File: src/rtl/cpu_pkg.sv
// cpu_pkg: shared types and constants for the CPU pipeline.
//   state_t         - memory-access FSM state encoding (IDLE, BUSY, DONE)
//   TIMEOUT_DEFAULT - default number of cycles to wait for a data-memory ack
//   cnt_width()     - bit width needed to hold a count from 0 up to a limit
package cpu_pkg;

    typedef enum logic [1:0] {
        IDLE = 2'd0,
        BUSY = 2'd1,
        DONE = 2'd2
    } state_t;

    localparam int TIMEOUT_DEFAULT = 255;

    function automatic int cnt_width(input int limit);
        return (limit < 1) ? 1 : $clog2(limit + 1);
    endfunction

endpackage

File: src/rtl/wdog_counter.sv
// wdog_counter: watchdog cycle counter for a bus transaction.
// Ports:
//   clk, rst_n  - clock, asynchronous active-low reset
//   clr         - synchronous clear (wins over en)
//   en          - count this cycle
//   count [W]   - current count
//   expired     - high on the LIMIT-th enabled cycle since the last clear
module wdog_counter #(
    parameter int LIMIT = 8,
    parameter int W     = 4
) (
    input  logic         clk,
    input  logic         rst_n,
    input  logic         clr,
    input  logic         en,
    output logic [W-1:0] count,
    output logic         expired
);

    always_ff @(posedge clk or negedge rst_n) begin
        if (!rst_n)
            count <= '0;
        else if (clr)
            count <= '0;
        else if (en)
            count <= count + W'(1);
    end

    // Count starts at 0 in the first cycle, so LIMIT-1 marks the last allowed cycle.
    assign expired = en && (count == W'(LIMIT - 1));

endmodule

File: src/rtl/mem_access_unit.sv
// mem_access_unit: MEM pipeline stage. Issues aligned loads/stores on the data
// bus, freezes the front of the pipeline while waiting for ack, and registers
// the write-back fields.
// Ports:
//   clk, rst_n                     - clock, asynchronous active-low reset
//   mem_* inputs                   - EX/MEM register contents
//   dmem_req/we/addr/wdata (out)   - data-memory request, held stable while BUSY
//   dmem_ack/rdata (in)            - data-memory response, only sampled while BUSY
//   mem_stall                      - freeze IF..EX/MEM
//   wb_RegWrite/RegisterRd/data    - registered write-back
//   mem_err                        - one-cycle pulse on misalignment or timeout
module mem_access_unit
    import cpu_pkg::*;
#(
    parameter int TIMEOUT = TIMEOUT_DEFAULT
) (
    input  logic        clk,
    input  logic        rst_n,
    input  logic        mem_MemRead,
    input  logic        mem_MemWrite,
    input  logic        mem_MemtoReg,
    input  logic        mem_RegWrite,
    input  logic        mem_call,
    input  logic [4:0]  mem_RegisterRd,
    input  logic [31:0] mem_ALUOUT,
    input  logic [31:0] mem_RFRD2,
    input  logic [31:0] mem_pcplus4,
    output logic        dmem_req,
    output logic        dmem_we,
    output logic [31:0] dmem_addr,
    output logic [31:0] dmem_wdata,
    input  logic        dmem_ack,
    input  logic [31:0] dmem_rdata,
    output logic        mem_stall,
    output logic        wb_RegWrite,
    output logic [4:0]  wb_RegisterRd,
    output logic [31:0] wb_data,
    output logic        mem_err
);

    localparam int CW = cnt_width(TIMEOUT);

    state_t        state, state_nx;
    logic          access, is_store, misal, start, misal_acc, timeout_hit;
    logic          stall_c, wb_load, wb_fault, we_q, fault_q, expired;
    logic [31:0]   rdata_q;
    logic [CW-1:0] cnt;

    // Read wins when both strobes are set, so a store is write-without-read.
    assign access      = mem_MemRead | mem_MemWrite;
    assign is_store    = mem_MemWrite & ~mem_MemRead;
    assign misal       = |mem_ALUOUT[1:0];
    assign start       = (state == IDLE) && access && !misal;
    assign misal_acc   = (state == IDLE) && access && misal;
    assign timeout_hit = (state == BUSY) && !dmem_ack && expired;

    wdog_counter #(
        .LIMIT (TIMEOUT),
        .W     (CW)
    ) u_wdog (
        .clk     (clk),
        .rst_n   (rst_n),
        .clr     (start),
        .en      (state == BUSY),
        .count   (cnt),
        .expired (expired)
    );

    always_comb begin
        state_nx = state;
        stall_c  = 1'b0;
        case (state)
            IDLE: begin
                stall_c = start;
                if (start)
                    state_nx = BUSY;
            end
            BUSY: begin
                stall_c = 1'b1;
                if (dmem_ack || expired)
                    state_nx = DONE;
            end
            DONE:    state_nx = IDLE;
            default: state_nx = IDLE;
        endcase
    end

    // Stall must not leak out while the unit is held in reset.
    assign mem_stall = rst_n & stall_c;
    assign dmem_req  = (state == BUSY);
    assign dmem_we   = (state == BUSY) & we_q;

    // Write-back loads on every instruction that leaves the stage this cycle.
    assign wb_load  = ((state == IDLE) && !start) || (state == DONE);
    assign wb_fault = misal_acc || ((state == DONE) && fault_q);

    always_ff @(posedge clk or negedge rst_n) begin
        if (!rst_n)
            state <= IDLE;
        else
            state <= state_nx;
    end

    always_ff @(posedge clk or negedge rst_n) begin
        if (!rst_n) begin
            dmem_addr  <= '0;
            dmem_wdata <= '0;
            we_q       <= 1'b0;
        end else if (start) begin
            dmem_addr  <= mem_ALUOUT;
            dmem_wdata <= mem_RFRD2;
            we_q       <= is_store;
        end
    end

    always_ff @(posedge clk or negedge rst_n) begin
        if (!rst_n) begin
            rdata_q <= '0;
            fault_q <= 1'b0;
            mem_err <= 1'b0;
        end else begin
            mem_err <= misal_acc | timeout_hit;
            if (start)
                fault_q <= 1'b0;
            else if (timeout_hit)
                fault_q <= 1'b1;
            if ((state == BUSY) && dmem_ack)
                rdata_q <= dmem_rdata;
        end
    end

    always_ff @(posedge clk or negedge rst_n) begin
        if (!rst_n) begin
            wb_RegWrite   <= 1'b0;
            wb_RegisterRd <= '0;
            wb_data       <= '0;
        end else if (wb_load) begin
            // A store never writes a register unless it is a call.
            wb_RegWrite   <= mem_RegWrite && (mem_RegisterRd != 5'd0) && !wb_fault
                             && (!is_store || mem_call);
            wb_RegisterRd <= mem_RegisterRd;
            wb_data       <= mem_call ? mem_pcplus4 : mem_MemtoReg ? rdata_q : mem_ALUOUT;
        end
    end

endmodule

File: config.mk
export PLATFORM = sky130hd
export DESIGN_NAME = mem_access_unit
export DESIGN_NICKNAME = d
export VERILOG_FILES = /design/src/rtl/cpu_pkg.sv /design/src/rtl/wdog_counter.sv /design/src/rtl/mem_access_unit.sv
export SDC_FILE = /design/constraint.sdc
export NUM_CORES = 1
export LEC_CHECK = 0
export ABC_AREA = 1
export CELL_PAD_IN_SITES_DETAIL_PLACEMENT = 1
export CELL_PAD_IN_SITES_GLOBAL_PLACEMENT = 1
export CORE_MARGIN = 5
export CORE_UTILIZATION = 31
export DETAILED_ROUTE_END_ITERATION = 7
export PLACE_DENSITY = 0.79
export SLEW_MARGIN = 40
export SYNTH_ARGS = -nofsm -noshare
export SYNTH_HDL_FRONTEND = slang
export SYNTH_HIERARCHICAL = 1
export SYNTH_SLANG_ARGS = --single-unit
File: constraint.sdc
create_clock -name clk -period 1.83 [get_ports clk]
set_clock_uncertainty 0.2 [all_clocks]
set_input_delay 0.183 -clock clk [delete_from_list [all_inputs] [get_ports clk]]
set_output_delay 0.183 -clock clk [all_outputs]
set_load 0.01 [all_outputs]
==> results.py, run 1 <==
metrics = {
    "run_status": {
        "status": "complete, no violations",
    },
    "sta": {
        "rsz0062_at_grt": "true",
        "hold_viol": 0,
        "timing.final.ws_setup_ps": 90.8,
        "post-route-min-period_ps": 1740,
        "fmax_mhz": 575,
        "maxSlewHeadroom_pct": 57.9,
        "fin_crit_sh_pct": 95.0,
        "slew_viol_final": 0,
        "worst_slew_pin_slew_ps": 632,
        "setup_viol": 0,
    },
    "pwr": {
        "total_leakage_power_nw": 4.69,
        "irDropWorstVdd_mv": 0.586,
        "power_mw": 11.6,
        "powerDensity_nw_per_um2": 1170,
    },
    "worst_setup_path": {
        "r2r-start": "state[1]",
        "worst_r2r_path_depth": 9,
        "critPathLaunchType": "register",
        "worstSetupPathType": "reg2out",
        "cp-end-kind": "output pin",
        "cp_max_fo": 8,
        "regToRegSetupSlack_ps": 120,
        "required_ps": 1450,
        "arrival_ps": 1360,
        "r2r_end": "u_wdog/count[6]",
    },
    "hold_path": {
        "hold_depth": 3,
        "whs_endpoint": "dmem_wdata[30]",
        "min_path_type": "in2reg",
        "holdCritStartpoint": "mem_RFRD2[30]",
    },
    "global_routing": {
        "gr-total-overflow": 0,
        "grt_pass1_wl_um": 35200,
        "grt_max_degree": 148,
        "grt_pass1_vias": 6393,
        "antenna_found_initial": 0,
        "track_usage_pct": 18.8,
    },
    "floorplanning": {
        "die_area_um2": 23500,
        "num_io_pins": 247,
        "placementRows": 52,
        "chipHeight_um": 153,
        "core-area_um2": 20200,
        "die_w_um": 153,
        "floorplan.initialDensity_pct": 31.5,
    },
    "synthesis": {
        "synth_seq_cells": 147,
        "synthFlopType": "dfrtp_1",
        "synth-edff-count": 0,
        "synth_top_area_share_pct": 57.7,
        "yosysTopAreaCell": "dfrtp_1",
        "synth_cells": 780,
        "synth-adder-area-share_pct": 0.393,
        "synth-compound-area-share_pct": 5.93,
        "ys_warn_count": 6,
        "yosys.area_share.simple_pct": 31.0,
        "syn_nets": 923,
        "synthTopCellsByCount": "nand2_1, dfrtp_1, nand3_1",
        "ys_seq_area_share_pct": 57.7,
        "synth.area.mux_share_pct": 0,
        "syn_area_um2": 6370,
        "synth-xor-area-share_pct": 0,
        "synth_top_family_by_area": "simple AND/OR/NAND/NOR gates",
        "synth.distinct_cells": 22,
        "synthArstFlopShare_pct": 100,
        "synthTopCellsByArea": "dfrtp_1, nand2_1, nand3_1",
        "synth.most_common_cell": "nand2_1",
        "avgSynthCellArea_um2": 8.17,
    },
    "job": {
        "maxCapViolCount": 0,
    },
    "finish": {
        "finalNetCount": 1179,
        "area_growth_pct": 55.6,
        "fin_cells": 1319,
        "n_antenna_cell": 0,
        "drive_gt1_share_pct": 7.44,
        "stdcell_area_um2": 9920,
        "final_core_util_pct": 49.0,
    },
    "place": {
        "post-place-ws_ps": -244,
        "place_inst": 1284,
        "io_buffers": 246,
        "dp_hpwl_um": 15800,
        "place_area_um2": 9230,
        "gp_congestion": 0.768,
    },
    "drt": {
        "remaining_drc_errors": 0,
        "wl_um": 22100,
        "postRouteAntennaNets": 0,
        "drt-initial-drc-count": 197,
        "vias": 6073,
        "drtPass1Iterations": 4,
        "viasPerCell": 4.60,
        "wl_per_cell_um": 16.8,
    },
    "clock_network": {
        "cts_buffers": 17,
        "cts_sinks": 147,
        "clockBufferDepth": 2,
        "cts_root_buffer": "clkbuf_16",
        "insertion_delay_ps": 410,
        "cts.clk_slew.worst_paths_ps": 60,
        "tritoncts": "done",
        "htree_levels": 4,
    },
}
==> metal layers <==
metal / vias up / GRT usage, % / share of wire, % / routed length (um)
li1: 2979 / - / - / -
met1: 2912 / 23.3 / 43 / 9470
met4: 0 / 5.42 / 1.8 / 399
met3: 20 / 4.30 / 4.9 / 1070
met5: - / 0 / 0 / 0
met2: 162 / 32.7 / 51 / 11200
==> layout make-up <==
| type | count | area [um^2] |
|---|---|---|
| clock buffer | 20 | 437 |
| multi-input combinational | 568 | 2380 |
| tap | 270 | 338 |
| sequential | 147 | 3680 |
| timing repair buffer | 282 | 2800 |
| clock inverter | 12 | 205 |
| fill | 2357 | 10300 |
| inverter | 20 | 77.6 |
==> flip-flops by register name, summed over array words and instances (netlist names) <==
signal / flops
dmem_addr: 32
dmem_wdata: 32
rdata_q: 32
wb_data: 32
u_wdog/count: 8
wb_RegisterRd: 5
state: 2
fault_q: 1
mem_err: 1
wb_RegWrite: 1
we_q: 1
==> kinds of logic after synthesis <==
| kind of cell | after synthesis |
|---|---|
| fa+ha+maj | 2 |
| compound gates | 75 |
| buf+inv | 65 |
| simple gates | 491 |
| flops | 147 |
==> layout by cell type, fill, tap and decap left out, types with 2 or more instances in the layout <==
master / n
clkinvlp_4: 2
inv_2: 2
ha_1: 2
dfrtp_1: 147
clkinv_4: 3
inv_1: 17
a21oi_1: 5
buf_2: 4
nor3_2: 2
buf_12: 4
dlygate4sd3_1: 2
buf_4: 27
buf_6: 3
nand4_1: 2
clkbuf_16: 17
o21ai_1: 19
clkbuf_1: 3
nor2_4: 2
clkdlybuf4s50_1: 241
nor2_1: 20
nand3_1: 75
nand2_1: 387
bufinv_16: 5
o21ai_0: 50
==> power by group <==
part | leakage (nW) | total [mW] | internal (mW) | switching (mW)
sequential | 1.83 | 4.55 | 4.07 | 0.477
clock | 0.305 | 3.82 | 2.43 | 1.39
combinational | 2.55 | 3.20 | 1.70 | 1.50
==> what timing repair did <==
item,CTS,global route
hold buffers,2,0
resized for setup,12,6
buffers inserted,0,0
hold endpoints to repair,152,0
endpoints found under the setup margin,3,42
==> critical path: stages (launching register included) <==
cell     delay, ps
dfrtp_1        390
buf_4          140
inv_2           60
nor2_4          40
buf_4          180
buf_2          150
==> worst max path at each step <==
stage                  start         endpoint  slack, ps  cells past startpoint
3_5_place_dp   mem_ALUOUT[0]    dmem_wdata[4]       -240                      8
5_1_grt             state[1]        mem_stall         -3                      4
3_3_place_gp   mem_ALUOUT[0]        mem_stall       -220                      5
6_report            state[0]         dmem_req         90                      5
4_1_cts             state[0]          dmem_we          1                      6
2_1_floorplan       state[1]  u_wdog/count[6]        180                      9
==> metrics by stage <==
stage | hold WS, ps | setup TNS, ps
3_5_place_dp | 217 | -16640
6_report | 104 | 0
4_1_cts | 81.6 | 0
5_1_grt | 86.1 | -3.48
3_3_place_gp | 222 | -12570
2_1_floorplan | -313 | 0
(Power assumes the default switching activity.)
==> run 2: changes to the inputs <==
- MAX_ROUTING_LAYER: default -> met4
==> run 2 against run 1 <==
- global-route usage increased by 0.53 points
- via count is 0.12% higher
- setup slack worse by 1.5 ps
- sequential cell count is the same
- critical path type unchanged
==> results.py, run 2 (same netlist as run 1, synthesis figures left out) <==
metrics = {
    "finish": {
        "mostFrequentLayoutCells": "nand2_1, clkdlybuf4s50_1, dfrtp_1",
        "n_antenna_cell": 0,
        "drive_gt1_share_pct": 7.44,
        "finalNetCount": 1179,
        "final_common_cell": "nand2_1",
        "area_growth_pct": 55.6,
    },
    "clock_network": {
        "htree_levels": 4,
        "cts_buffers": 17,
        "postCtsSetupBuffers": 0,
        "insertion_delay_ps": 410,
        "clockBufferDepth": 2,
        "cts_sinks": 147,
        "cts_root_buffer": "clkbuf_16",
        "tritoncts": "done",
        "cts.clk_slew.worst_paths_ps": 60,
    },
    "sta": {
        "slew_viol_final": 0,
        "fin_crit_sh_pct": 95.1,
        "finalSetupTns_ps": 0,
        "fmax_mhz": 574,
        "setup_viol": 0,
        "worst_slew_pin_slew_ps": 639,
        "rsz0062_at_grt": "true",
        "post-route-min-period_ps": 1740,
        "hold_viol": 0,
        "maxSlewHeadroom_pct": 57.4,
    },
    "drt": {
        "viasPerCell": 4.61,
        "wl_per_cell_um": 16.8,
        "remaining_drc_errors": 0,
        "drt-initial-drc-count": 202,
        "drtPass1Iterations": 4,
        "wl_um": 22100,
        "postRouteAntennaNets": 0,
        "vias": 6080,
    },
    "worst_setup_path": {
        "required_ps": 1450,
        "critPathLaunchType": "register",
        "arrival_ps": 1360,
        "r2r_end": "u_wdog/count[6]",
        "worst_r2r_path_depth": 9,
        "cp-end-kind": "output pin",
        "cp_max_fo": 8,
        "regToRegSetupSlack_ps": 120,
        "worstSetupPathType": "reg2out",
        "r2r-start": "state[1]",
        "startpoint": "state[0]",
    },
    "pwr": {
        "power_mw": 11.6,
        "clkPwrFrac_pct": 33.1,
        "irDropWorstVdd_mv": 0.589,
        "p_int_mw": 8.20,
        "powerDensity_nw_per_um2": 1170,
        "sw_frac_of_total_pct": 29.2,
        "p_comb_share_pct": 27.7,
        "switchingPower_mw": 3.38,
        "p_seq_share_pct": 39.3,
        "total_leakage_power_nw": 4.69,
    },
    "global_routing": {
        "track_usage_pct": 19.3,
        "antenna_found_initial": 0,
        "grt_pass1_wl_um": 35100,
        "grt_max_degree": 148,
        "grt_pass1_vias": 6402,
        "gr-total-overflow": 0,
    },
    "floorplanning": {
        "placementRows": 52,
        "core-area_um2": 20200,
        "floorplan.initialDensity_pct": 31.5,
        "die_area_um2": 23500,
        "die_w_um": 153,
        "num_io_pins": 247,
        "chipHeight_um": 153,
    },
    "hold_path": {
        "min_path_type": "in2reg",
        "whs_endpoint": "dmem_wdata[30]",
        "holdCritStartpoint": "mem_RFRD2[30]",
        "hold_depth": 3,
    },
    "place": {
        "io_buffers": 246,
        "gp_congestion": 0.778,
        "dp_hpwl_um": 15800,
    },
    "run_status": {
        "status": "complete, no violations",
    },
    "job": {
        "maxCapViolCount": 0,
    },
}
[run 2: cell counts in the layout (fill, tap and decap cells not counted)]
Identical to the previous run, type by type.
[run 2: routing by layer]
layer	wire (um)	vias to the layer above	part of all wire (%)	GRT usage (%)
li1	-	2981	-	-
met1	9740	2919	44	23.6
met2	11100	157	50	32.8
met3	834	23	3.8	3.65
met4	416	0	1.9	5.42
met5	0	-	0	-
[run 2: final cells by class]
type	count	area (um^2)
clock buffers	20	437
clock inverters	12	205
fillers	2357	10300
inverters	20	77.6
multi-input cells	568	2380
flip-flops and latches	147	3680
well taps	270	338
repair buffers	282	2800
[run 2: worst max path at each step]
stage | cells past startpoint | slack, ps | to
4_1_cts | 6 | 1 | dmem_we
3_5_place_dp | 8 | -240 | dmem_wdata[4]
5_1_grt | 4 | -3 | mem_stall
3_3_place_gp | 5 | -220 | mem_stall
2_1_floorplan | 9 | 180 | u_wdog/count[6]
6_report | 5 | 90 | dmem_req
[run 2: repair_timing]
item / in CTS / in global routing
hold endpoints to repair: 152 / 0
gates resized for setup: 12 / 6
endpoints found under the setup margin: 3 / 43
hold buffers: 2 / 0
[run 2: worst max-delay path, cell delays in order, from the launching register on]
cell and delay, ps:
dfrtp_1 390, buf_4 140, inv_2 60, nor2_4 40, buf_4 180, buf_2 150
[run 2: through the flow]
| stage | cell area [um^2] | setup slack (ps) | util [%] | cells | hold WS [ps] |
|---|---|---|---|---|---|
| 2_1_floorplan | 6370 | 181 | - | 780 | -313 |
| 3_3_place_gp | 9230 | -224 | 45.6 | 1284 | 222 |
| 3_5_place_dp | 9230 | -244 | 45.6 | 1284 | 217 |
| 4_1_cts | 9880 | 0.968 | 48.8 | 1318 | 81.6 |
| 5_1_grt | 9920 | -3.42 | 49.0 | 1319 | 86.1 |
| 6_report | 9920 | 89.3 | 49.0 | 1319 | 101 |
[run 2: power groups by stage]
stage / registers [mW] / logic, mW / clock network (mW)
2_1_floorplan: 4.78 / 1.08 / 0
3_3_place_gp: 4.55 / 3.16 / 0
3_5_place_dp: 4.59 / 3.25 / 0
4_1_cts: 4.55 / 3.26 / 3.93
5_1_grt: 4.66 / 3.52 / 4.08
6_report: 4.55 / 3.20 / 3.83
==> run 3: changes to the inputs <==
- CAP_MARGIN: default -> 20
==> results of run 3 <==
Same layout as run 2: the final DEF is identical, and so are final timing and power.
==> edit 1, RTL diff (settings of run 3) <==
Encoding of `state_t`: now one-hot (3 bits for 3 states).
--- a/src/rtl/cpu_pkg.sv
+++ b/src/rtl/cpu_pkg.sv
@@ -4,10 +4,10 @@
 //   cnt_width()     - bit width needed to hold a count from 0 up to a limit
 package cpu_pkg;
 
-    typedef enum logic [1:0] {
-        IDLE = 2'd0,
-        BUSY = 2'd1,
-        DONE = 2'd2
+    typedef enum logic [2:0] {
+        IDLE = 3'b001,
+        BUSY = 3'b010,
+        DONE = 3'b100
     } state_t;
 
     localparam int TIMEOUT_DEFAULT = 255;
Function: no difference found for any inputs over 4 cycles, from zero or initial values and one cycle with rst_n low; so few cycles prove little.
==> edit 1 against run 3 <==
Worst setup slack worse by 160 ps; sequential cell count grew 1; power shrank 7.0%; core utilization about the same; largest power group unchanged; final area up 3.6%; clock power fell by 9.9%; synthesized cell count increased by 4.9%; routed wire length increased by 8.4%; the run now ends with setup timing left; synthesized area is 3.2% higher.
==> edit 1: results (changes against run 3) <==
The final weighted congestion in routability-driven placement was 0.7924 (+1.8%); the via count of the first global-routing pass was 7,020 (+9.7%). For the detailed-route via count, the log shows 6,424 (+5.7%). The checks that failed: setup timing. The clock net sink count is 148 (+0.68%). The logs give 37,270 um (+6.1%) for the first-pass GRT wire length and 574 (+1.1%) for the number of multi-input logic gates.

The gate count of the mapped netlist was 818 (+4.9%). The number of diodes is 1 (+1). The register area share after synthesis was 0.5632 (-0.01390); the count of hold buffers inserted by post-cts repair was 1 (-1). In the post-synthesis netlist, the biggest area contributors are dfrtp_1 (56%), nand2_1 (20%), o21ai_0 (4.6%). The post-CTS resize count is 26 (+14). Count of clock buffers in the final design: 21 (+5.0%).

For the wire length after detailed routing, the log shows 23,990 um (+8.4%). The logs give 3 (+3) for the number of buffers added for setup after CTS and 0.01027 mm2 (+3.6%) for the summed area of non-filler cells in the final layout. The tools report the post-DP HPWL as 16,590 um (+5.1%). For the violation count after the first detailed-route iteration, the log shows 243 (+20%). Counting instances in the post-synthesis netlist gives the leading cell types as nand2_1 (352), dfrtp_1 (147), o21ai_0 (61).

The non-clock buffer contribution to total cell area works out to 0.2836 (+0.001572). The stage delay of the slowest cell on the critical path works out to 360 ps (-30 ps). The total setup violations reported at the end of the flow is 3 (+3), and the post-synth net total is 961 (+4.1%). The met2 usage in global routing came out at 0.3227 (-0.005268). The flip-flop and latch share of the layout cell area came out at 0.3607 (-0.01028). The worst hold path depth came out at 5 (+2). The setup slack after placement is -341.3 ps (-96.98 ps), and the routed metal-1 wirelength is 10,090 um (+3.6%).

The run gives 4.964 nW (+5.9%) as the static leakage. The fraction of the mapped netlist area in adder cells is 0.003804 (-0.0001217). The post-layout worst setup margin is -74.95 ps (-164.3 ps), and the detailed-routed wire length on met3 is 1572 um (+88%). For the met3 layer usage reported by global route, the log shows 0.05049 (+0.01401). The synthesized-area fraction occupied by ao, oa, aoi and oai cells was 0.08427 (+0.02498). Slew at the pin with the worst max-slew slack: 551.5 ps (-87.21 ps). The logs give 28 (+27%) for the number of unique standard cell types used by synthesis and 0.6324 mV (+7.5%) for the highest ir drop seen on vdd.

The data arrival at the endpoint of the critical path is 1520 ps (+160 ps), and the sum of negative setup slack is -120.9 ps (-120.9 ps). The run finished, with violations left. The worst hold path terminates at wb_data[3].

Number of nets in the layout: 1,217 (+3.2%). The endpoint identified for the worst register-to-register timing path is fault_q. The clock distribution area overhead in the final layout is 0.05616 (-0.008574).
edit 1: cell count changes in the layout (fill, tap and decap cells not counted), sizes merged, moves of 2 or more:
| cell | delta |
|---|---|
| a21oi | +31 |
| bufinv | -3 |
| clkbuf | +3 |
| clkdlybuf4s50 | -2 |
| clkinvlp | +2 |
| inv | +31 |
| nand2 | -34 |
| nand3 | -29 |
| nor2 | +33 |
| o21ai | +2 |
edit 1: worst max path at each step:
| stage | slack [ps] | endpoint | cells after the start | startpoint |
|---|---|---|---|---|
| final | -70 | mem_stall | 7 | state[1] |
| after global routing | -180 | mem_stall | 7 | state[1] |
| after floorplan | 10 | u_wdog/count[5] | 10 | state[0] |
| after detailed placement | -340 | mem_stall | 6 | mem_MemRead |
| after global placement | -320 | mem_stall | 6 | mem_MemRead |
| after CTS | -130 | mem_stall | 5 | state[0] |
edit 1: where the power goes:
part           internal (W)  switching (W)
sequential          0.00396       0.000352
combinational       0.00157        0.00143
clock               0.00205        0.00140
total               0.00758        0.00319
==> edit 2, RTL diff (settings of run 3) <==
Without the edit above. The package constant `TIMEOUT_DEFAULT` goes from 255 to 510.
--- a/src/rtl/cpu_pkg.sv
+++ b/src/rtl/cpu_pkg.sv
@@ -10,7 +10,7 @@
         DONE = 2'd2
     } state_t;
 
-    localparam int TIMEOUT_DEFAULT = 255;
+    localparam int TIMEOUT_DEFAULT = 510;
 
     function automatic int cnt_width(input int limit);
         return (limit < 1) ? 1 : $clog2(limit + 1);
Function: no difference found for any inputs over 4 cycles, from zero or initial values and one cycle with rst_n low; that may be too few to reach the edited logic, so the function may still have changed.
==> edit 2 against run 3 <==
Global-route usage increased by 0.56 points; final area grew 1.2%; sequential cell count increased by 1; routed wire length is 2.8% higher; power increased by 0.51%; synthesized area grew 1.5%; worst setup slack lost 50 ps; synthesized cell count increased by 1.4%; via count is 0.89% higher; worst hold slack lost 36 ps; register-to-register slack worse by 30 ps; critical endpoint is now mem_stall; largest cell class unchanged; largest power group unchanged.
==> edit 2: results (changes against run 3) <==
The run finished with clean final reports. The fraction of power spent switching nets was 0.2915 (-0.0003359); the stage delay of the slowest cell on the critical path was 420 ps (+30 ps). The combinational group power is 0.00327 W (+2%), and the setup slack after placement is -231.1 ps (+13.21 ps).

The startpoint identified for the worst hold timing path is dmem_ack. Footprint of the multi-input gates: 0.002447 mm2 (+2.7%). For the violation count after the first detailed-route iteration, the log shows 293 (+45%).

The number of nets in the layout came out at 1,186 (+0.59%). The worst register-to-register path ends at u_wdog/count[7]. Clock distribution area overhead in the final layout: 0.06234 (-0.002388).

The flip-flop and latch share of the layout cell area was 0.3692 (-0.001776). For the number of unique standard cell types used by synthesis, the log shows 21 (-4.5%). The number of ordinary and repair buffers in the finished layout was 278 (-1.4%); the post-detailed-placement cell area was 0.009310 mm2 (+0.91%). The path with the worst hold slack has its endpoint at rdata_q[28]. The number of multi-input logic gates was 571 (+0.53%); the mean post-synth cell area was 8.176 um2 (about the same). For the aggregate global-route resource usage, the log shows 0.1985 (+0.005632). The initial antenna violation count was 2 (+2).

By area the synthesized netlist is led by dfrtp_1 (57%), nand2_1 (23%), nand3_1 (5.6%). Count of clock buffers in the final design: 19 (-5.0%). The tools report the headroom to the max-slew limit as 0.6578 (+0.08356).

The logs give 0.392 (about the same) for the share of total power in sequential cells and 36,500 um (+3.9%) for the first-pass GRT wire length. Register area share after synthesis: 0.5726 (-0.004505). The maximum fanout encountered on the critical timing path works out to 4 (-4).

For the internal power, the log shows 0.008245 W (+0.56%). For the static leakage, the log shows 4.757 nW (+1.5%). The mean routed wirelength per cell is 17.16 um (+2.3%).

Cell class contributing the biggest share of worst-path delay: flip-flops.
## edit 2: what timing repair did
item | CTS | global route
hold endpoints to repair | 148 | 0
setup endpoints to repair | 3 | 38
gates resized for setup | 12 | 13
pin swaps | 1 | 4
buffers inserted | 5 | 0
hold buffers | 1 | 0
## edit 2: cell families (layout without fill, tap and decap cells)
| kind of cell | Yosys count | count (layout) | share of synthesized area |
|---|---|---|---|
| compound gates | 76 | 76 | 0.05920 |
| fa+ha+maj | 2 | 2 | 0.003869 |
| buf+inv | 72 | 334 | 0.05301 |
| flops | 148 | 148 | 0.5726 |
| other cells | 0 | 2 | 0 |
| simple gates | 493 | 493 | 0.3113 |
## edit 2: layer usage
layer,up-vias,track usage,share of wire
met2,155,0.3369,0.51
met5,-,-,0
met4,0,0.06056,0.021
met1,2958,0.2405,0.43
met3,29,0.03800,0.040
li1,2992,-,-
## edit 2: tightest hold or removal path, stage by stage
cell     delay, ps
buf_2          120
buf_4          190
nand3_1        100
nand2_1         50
